## src/rtl/iq_frame_grabber.sv

```systemverilog
// iq_frame_grabber: deserializes the interleaved I/Q result stream of N_CH
// channels into parallel per-channel registers, validates frame length and
// optionally averages 2^L valid frames before publishing the result.
module iq_frame_grabber #(
  parameter int DW   = 21,
  parameter int N_CH = 4,
  parameter int AW   = 8
) (
  input  logic                   sample_clk,
  input  logic                   sample_rst_n,
  input  logic signed [DW-1:0]   stream_in,
  input  logic                   strobe_in,
  input  logic [3:0]             avg_log2,
  input  logic                   err_clr,
  output logic [N_CH*DW-1:0]     i_out,
  output logic [N_CH*DW-1:0]     q_out,
  output logic                   strobe_out,
  output logic                   err_short,
  output logic                   err_long,
  output logic [15:0]            frame_cnt
);

  localparam int NW   = 2 * N_CH;
  localparam int CW   = $clog2(NW + 1);
  localparam int LW   = $clog2(AW + 1);
  localparam int BW   = AW + 1;
  localparam int ACCW = DW + AW;

  typedef enum logic [1:0] {
    IDLE,
    COLLECT,
    OVERRUN
  } state_e;

  state_e                   state_q;
  logic [CW-1:0]            cnt_q;
  logic signed [DW-1:0]     stage_q [NW];
  logic signed [ACCW-1:0]   acc_q   [NW];
  logic [BW-1:0]            blk_q;
  logic [LW-1:0]            l_q;
  logic [N_CH*DW-1:0]       i_q;
  logic [N_CH*DW-1:0]       q_q;
  logic                     strobe_q;
  logic                     err_short_q;
  logic                     err_long_q;
  logic [15:0]              frame_cnt_q;

  logic [LW-1:0]            l_req;
  logic [LW-1:0]            l_d;
  logic [BW-1:0]            blk_d;
  logic                     publish_d;
  logic                     full;
  logic signed [ACCW-1:0]   acc_d   [NW];
  logic [N_CH*DW-1:0]       i_d;
  logic [N_CH*DW-1:0]       q_d;

  // Commit datapath: clamped exponent, block progress and the averaged result.
  // The exponent in use is taken fresh only when a block is empty, so a change
  // of avg_log2 mid-block waits for the next block.
  always_comb begin
    if (32'(avg_log2) > 32'(AW)) l_req = LW'(AW);
    else                         l_req = LW'(avg_log2);
    l_d       = (blk_q == '0) ? l_req : l_q;
    blk_d     = blk_q + 1'b1;
    publish_d = (blk_d == (BW'(1) << l_d));
    full      = (cnt_q == CW'(NW));
    i_d       = '0;
    q_d       = '0;
    for (int unsigned j = 0; j < NW; j++) begin
      acc_d[j] = acc_q[j] + {{AW{stage_q[j][DW-1]}}, stage_q[j]};
    end
    for (int unsigned k = 0; k < N_CH; k++) begin
      i_d[k*DW +: DW] = DW'(acc_d[2*k]     >>> l_d);
      q_d[k*DW +: DW] = DW'(acc_d[2*k + 1] >>> l_d);
    end
  end

  // Frame FSM, staging, accumulation, error flags and registered outputs.
  always_ff @(posedge sample_clk or negedge sample_rst_n) begin
    if (!sample_rst_n) begin
      state_q     <= IDLE;
      cnt_q       <= '0;
      blk_q       <= '0;
      l_q         <= '0;
      i_q         <= '0;
      q_q         <= '0;
      strobe_q    <= 1'b0;
      err_short_q <= 1'b0;
      err_long_q  <= 1'b0;
      frame_cnt_q <= '0;
      for (int unsigned j = 0; j < NW; j++) begin
        stage_q[j] <= '0;
        acc_q[j]   <= '0;
      end
    end else begin
      strobe_q <= 1'b0;
      // Clear first; an error event later in this block overrides it.
      if (err_clr) begin
        err_short_q <= 1'b0;
        err_long_q  <= 1'b0;
      end
      case (state_q)
        IDLE: begin
          if (strobe_in) begin
            stage_q[0] <= stream_in;
            cnt_q      <= CW'(1);
            state_q    <= COLLECT;
          end
        end
        COLLECT: begin
          if (strobe_in) begin
            if (full) begin
              err_long_q <= 1'b1;
              state_q    <= OVERRUN;
            end else begin
              for (int unsigned j = 0; j < NW; j++) begin
                if (cnt_q == CW'(j)) stage_q[j] <= stream_in;
              end
              cnt_q <= cnt_q + 1'b1;
            end
          end else begin
            state_q <= IDLE;
            if (full) begin
              l_q <= l_d;
              if (publish_d) begin
                i_q         <= i_d;
                q_q         <= q_d;
                strobe_q    <= 1'b1;
                frame_cnt_q <= frame_cnt_q + 1'b1;
                blk_q       <= '0;
                for (int unsigned j = 0; j < NW; j++) acc_q[j] <= '0;
              end else begin
                blk_q <= blk_d;
                for (int unsigned j = 0; j < NW; j++) acc_q[j] <= acc_d[j];
              end
            end else begin
              err_short_q <= 1'b1;
            end
          end
        end
        OVERRUN: begin
          if (!strobe_in) state_q <= IDLE;
        end
        default: state_q <= IDLE;
      endcase
    end
  end

  assign i_out      = i_q;
  assign q_out      = q_q;
  assign strobe_out = strobe_q;
  assign err_short  = err_short_q;
  assign err_long   = err_long_q;
  assign frame_cnt  = frame_cnt_q;

endmodule

```

## config.mk

```make
export PLATFORM = sky130hd
export DESIGN_NAME = iq_frame_grabber
export DESIGN_NICKNAME = d
export VERILOG_FILES = /design/src/rtl/iq_frame_grabber.sv
export SDC_FILE = /design/constraint.sdc
export NUM_CORES = 2
export LEC_CHECK = 0
export ABC_AREA = 1
export CAP_MARGIN = 20
export CELL_PAD_IN_SITES_DETAIL_PLACEMENT = 1
export CELL_PAD_IN_SITES_GLOBAL_PLACEMENT = 1
export CORE_ASPECT_RATIO = 0.7
export CORE_MARGIN = 10
export CORE_UTILIZATION = 35
export DETAILED_ROUTE_END_ITERATION = 6
export HOLD_SLACK_MARGIN = 0.05
export PLACE_DENSITY_LB_ADDON = 0.1
export SYNTH_ARGS = -nofsm -noshare
export SYNTH_HDL_FRONTEND = slang
export SYNTH_SLANG_ARGS = --single-unit
```

## constraint.sdc

```tcl
create_clock -name sample_clk -period 3.2 [get_ports sample_clk]
set_clock_uncertainty 0.05 [all_clocks]
set_input_delay 0.96 -clock sample_clk [delete_from_list [all_inputs] [get_ports sample_clk]]
set_output_delay 0.96 -clock sample_clk [all_outputs]
set_load 0.02 [all_outputs]
```

==> summary.txt <==
Detailed routing
  – Number of iterations in the first detailed-routing pass: 5
  – Overall routed net length: between 200,000 and 250,000 µm
  – Residual DRC: 0
  – Number of violations reported at the end of detailed-routing iteration 0: 5,036
  – Via count: between 50k and 60k
  – DR WL/cell: ~22 µm
  – Residual antenna-violating net count after detailed routing: 0
  – Avg Vias per Cell: 5.313

Global routing
  – Global-route usage over all layers: 28.71%
  – Final global-route overflow total: 0
  – Maximum number of pins on one net before global-route repair: 108
  – Via count of the first global-routing pass: about 56k
  – Initial antenna violation count: 25
  – Global-route wire length before repair: ~360,000 µm

CTS
  – Root cell of the clock tree: sky130_fd_sc_hd__clkbuf_16
  – CTS H-tree lvls: 3
  – Number of sinks handled by clock tree synthesis: 606
  – Number of CTS-inserted buffers: 78
  – Longest Clk Path Bufs: 3
  – Worst skew pair latency: 710 ps
  – Clock transition time at the flip-flop clock pins of the worst setup and hold paths: 70 ps
  – Clock tree from TritonCTS: yes

Critical path
  – FF-to-FF setup slack: 20 ps
  – Data required time of the worst path: about 3800 ps
  – Depth of the worst register-to-register path: 16
  – Reg-to-reg critical path startpoint: stage_q[42]
  – Kind of capture point of the worst setup path: flip-flop
  – Data arrival at the endpoint of the critical path: 3780 ps
  – Type of the worst setup path: reg -> reg
  – Critical-path maximum fanout: 4
  – Endpoint of the most critical register-to-register path: q_out[48]
  – Nature of the critical path startpoint: flip-flop

Placed design
  – Post-placement cell count: 10.51k
  – Count of input and output buffers: 215
  – Last weighted congestion value of the routability-driven placer: just over 0.9
  – Detailed placer's ending HPWL: about 180,000 µm

Pwr
  – Proportion of power drawn by flip-flops and latches: around 17%
  – Combinational power share: 67.7%
  – Switching share of total power: 54.26%
  – Overall power after layout: between 60 and 70 mW
  – VDD IR-drop max: 0.5356 mV
  – Clock share of power: 15.3%
  – Power density cells: 1068 nW/µm²
  – Sw power: 34.95 mW
  – Static Leakage: 34.04 nW
  – Internal power component: 29.46 mW

Logic synthesis
  – Synth unique cells: 40
  – Syn_nets: between 8k and 9k
  – Proportion of synthesized chip area in sequential cells: 30.22%
  – Total of warnings raised by yosys: 0
  – Area of the mapped netlist: approximately 50,000 µm²
  – Ys async rst share: 100.0%
  – Dominant register cell in the synthesized netlist: sky130_fd_sc_hd__dfrtp_1
  – Mean instance size in the synthesized netlist: 6.010 µm²
  – Flop and latch count out of synthesis: 606
  – Post-synth EDFFs: 0
  – Cell count after synthesis: approximately 8.4k

Cells and area
  – Total of fill cells in the finished design: around 19k
  – Nets: 8,987
  – Post-Layout Cell Count: 10.68k
  – Share of post-route cells with drive strength above 1: 7.380%
  – Growth of design area from synthesis to finish: 20.23%
  – Most used cells in the layout excluding fill and tap cells: 3,583 x sky130_fd_sc_hd__nand2_1, 1,358 x sky130_fd_sc_hd__nand3_1, 989 x sky130_fd_sc_hd__inv_1
  – Most common cell after layout, fill and taps aside: sky130_fd_sc_hd__nand2_1

Timing
  – Worst Max-Slew Pin Slew: between 900 and 1000 ps
  – Final count of negative-setup-slack endpoints: 0
  – Max-slew violation count: 0
  – Period Utilization, post-route: 99.29%
  – Max Clk Rate: 314.7 MHz
  – Clock period minus worst slack: 3177 ps
  – Setup repair after global routing missed its margin: true
  – Total count of hold-check failures in the final report: 0
  – Worst slew slack as a fraction of its limit: ~36%
  – Total negative setup slack: 0 ps

Floorplanning
  – Initial Util: 35.17%
  – Area of the die: 159,200 µm²
  – # IOs: 216
  – Height of the die: 336.8 µm
  – Standard cell core area: 142,700 µm²
  – Width of the chip: 472.6 µm
  – FP Rows: about 120

Flow run
  – Max-cap viol count: 0

Run status
  – Result of the run: finished, final reports clean

Min path
  – Min-delay worst type: in -> async
[power groups by stage]
stage | logic [mW] | clock network (mW) | registers, mW
after CTS | 42.6 | 10.1 | 10.9
after global routing | 48.6 | 10.4 | 11.2
final | 43.6 | 9.88 | 10.9
after global placement | 41.6 | 0 | 10.9
after floorplan | 27.4 | 0 | 10.6
after detailed placement | 42.3 | 0 | 11.0
[critical path, cell delays in order, from the launching register on]
cell	delay, ps
sky130_fd_sc_hd__dfrtp_1	400
sky130_fd_sc_hd__ha_1	240
sky130_fd_sc_hd__fa_1	420
sky130_fd_sc_hd__nand3_1	160
sky130_fd_sc_hd__nand3_4	150
sky130_fd_sc_hd__nand2_1	90
sky130_fd_sc_hd__nand2_1	150
sky130_fd_sc_hd__xnor2_1	190
sky130_fd_sc_hd__buf_4	140
sky130_fd_sc_hd__o21ai_0	500
sky130_fd_sc_hd__buf_4	220
sky130_fd_sc_hd__o211ai_1	80
sky130_fd_sc_hd__nand2_1	100
sky130_fd_sc_hd__inv_1	40
sky130_fd_sc_hd__nand2_1	50
sky130_fd_sc_hd__nand2_1	50
sky130_fd_sc_hd__nand2_1	70
[how the worst max path moves through the flow]
stage	from	to	slack (ps)	cells after the start
6_report	stage_q[42]	q_out[48]	20	16
2_1_floorplan	avg_log2[2]	i_out[62]	440	15
4_1_cts	stage_q[147]	i_out[16]	10	19
3_3_place_gp	avg_log2[3]	i_out[9]	-590	17
5_1_grt	blk_q[0]	i_out[77]	-90	20
3_5_place_dp	avg_log2[3]	q_out[83]	-710	17
[metrics by stage]
step / area (µm²) / hold slack, ps / util, % / setup WS, ps
2_1_floorplan: 50180 / 403.0 / - / 438.7
3_3_place_gp: 56940 / 413.9 / 39.91 / -592.5
3_5_place_dp: 56940 / 418.0 / 39.91 / -712.5
4_1_cts: 59750 / 53.57 / 41.88 / 12.88
5_1_grt: 60320 / 80.07 / 42.28 / -91.00
6_report: 60340 / 105.9 / 42.29 / 22.72
[layout make-up]
type | instances | area, µm² | area share, %
multi-input combinational | 6443 | 30420 | 50.41
sequential | 606 | 15170 | 25.13
timing repair buffer | 590 | 5856 | 9.705
inverter | 1000 | 3781 | 6.267
tap | 1888 | 2362 | 3.915
clock buffer | 98 | 2138 | 3.544
clock inverter | 43 | 601.8 | 0.9974
antenna | 7 | 17.52 | 0.02903
[cells by family (layout without fill, tap and decap cells)]
| family | after synthesis | count (layout) | share of synthesized area (%) |
|---|---|---|---|
| and+or+nand+nor | 5475 | 5478 | 45.35 |
| buffers and inverters | 1304 | 1731 | 10.04 |
| AOI/OAI and AO/OA | 636 | 636 | 6.742 |
| DFF | 606 | 606 | 30.22 |
| adders and majority gates | 239 | 239 | 6.078 |
| xor gates and xnor gates | 86 | 86 | 1.501 |
| muxes | 4 | 4 | 0.07979 |
| other | 0 | 7 | 0 |
[synthesized netlist by cell type, drive strengths merged, types with 12 or more instances]
library cell	count	share of area (%)
nand2	3616	27
nand3	1381	14
inv	999	7.5
dfrtp	606	30
o21ai	440	4.4
nor2	333	2.6
ha	231	5.8
clkbuf	201	1.5
a21oi	112	1.1
buf	103	1.1
xor2	55	0.96
nand4	52	0.65
o211ai	45	0.67
or2	38	0.47
nand3b	32	0.48
xnor2	31	0.54
a21o	16	0.24
nor3	13	0.13
a22oi	12	0.18
[sequential cells by signal (all words and copies together) (netlist names)]
signal / flops
acc_q: 232
blk_q: 9
cnt_q: 4
err_long: 1
err_short: 1
frame_cnt: 16
i_out: 84
l_q: 4
q_out: 84
stage_q: 168
state_q: 2
strobe_out: 1
[timing repair]
action,CTS,global route
pin swaps,5,13
gates cloned,0,10
gates resized for setup,11,102
hold buffers,0,0
buffers inserted,4,5
endpoints found under the setup margin,22,350
[layer usage]
layer,wire length (µm),up-vias,GRT usage [%]
met5,0,-,0
met2,99470,1446,43.51
li1,-,27280,-
met1,117500,27740,43.21
met3,14490,247,3.811
met4,5238,0,5.818
Note: power is estimated with default switching activity, not from simulation.
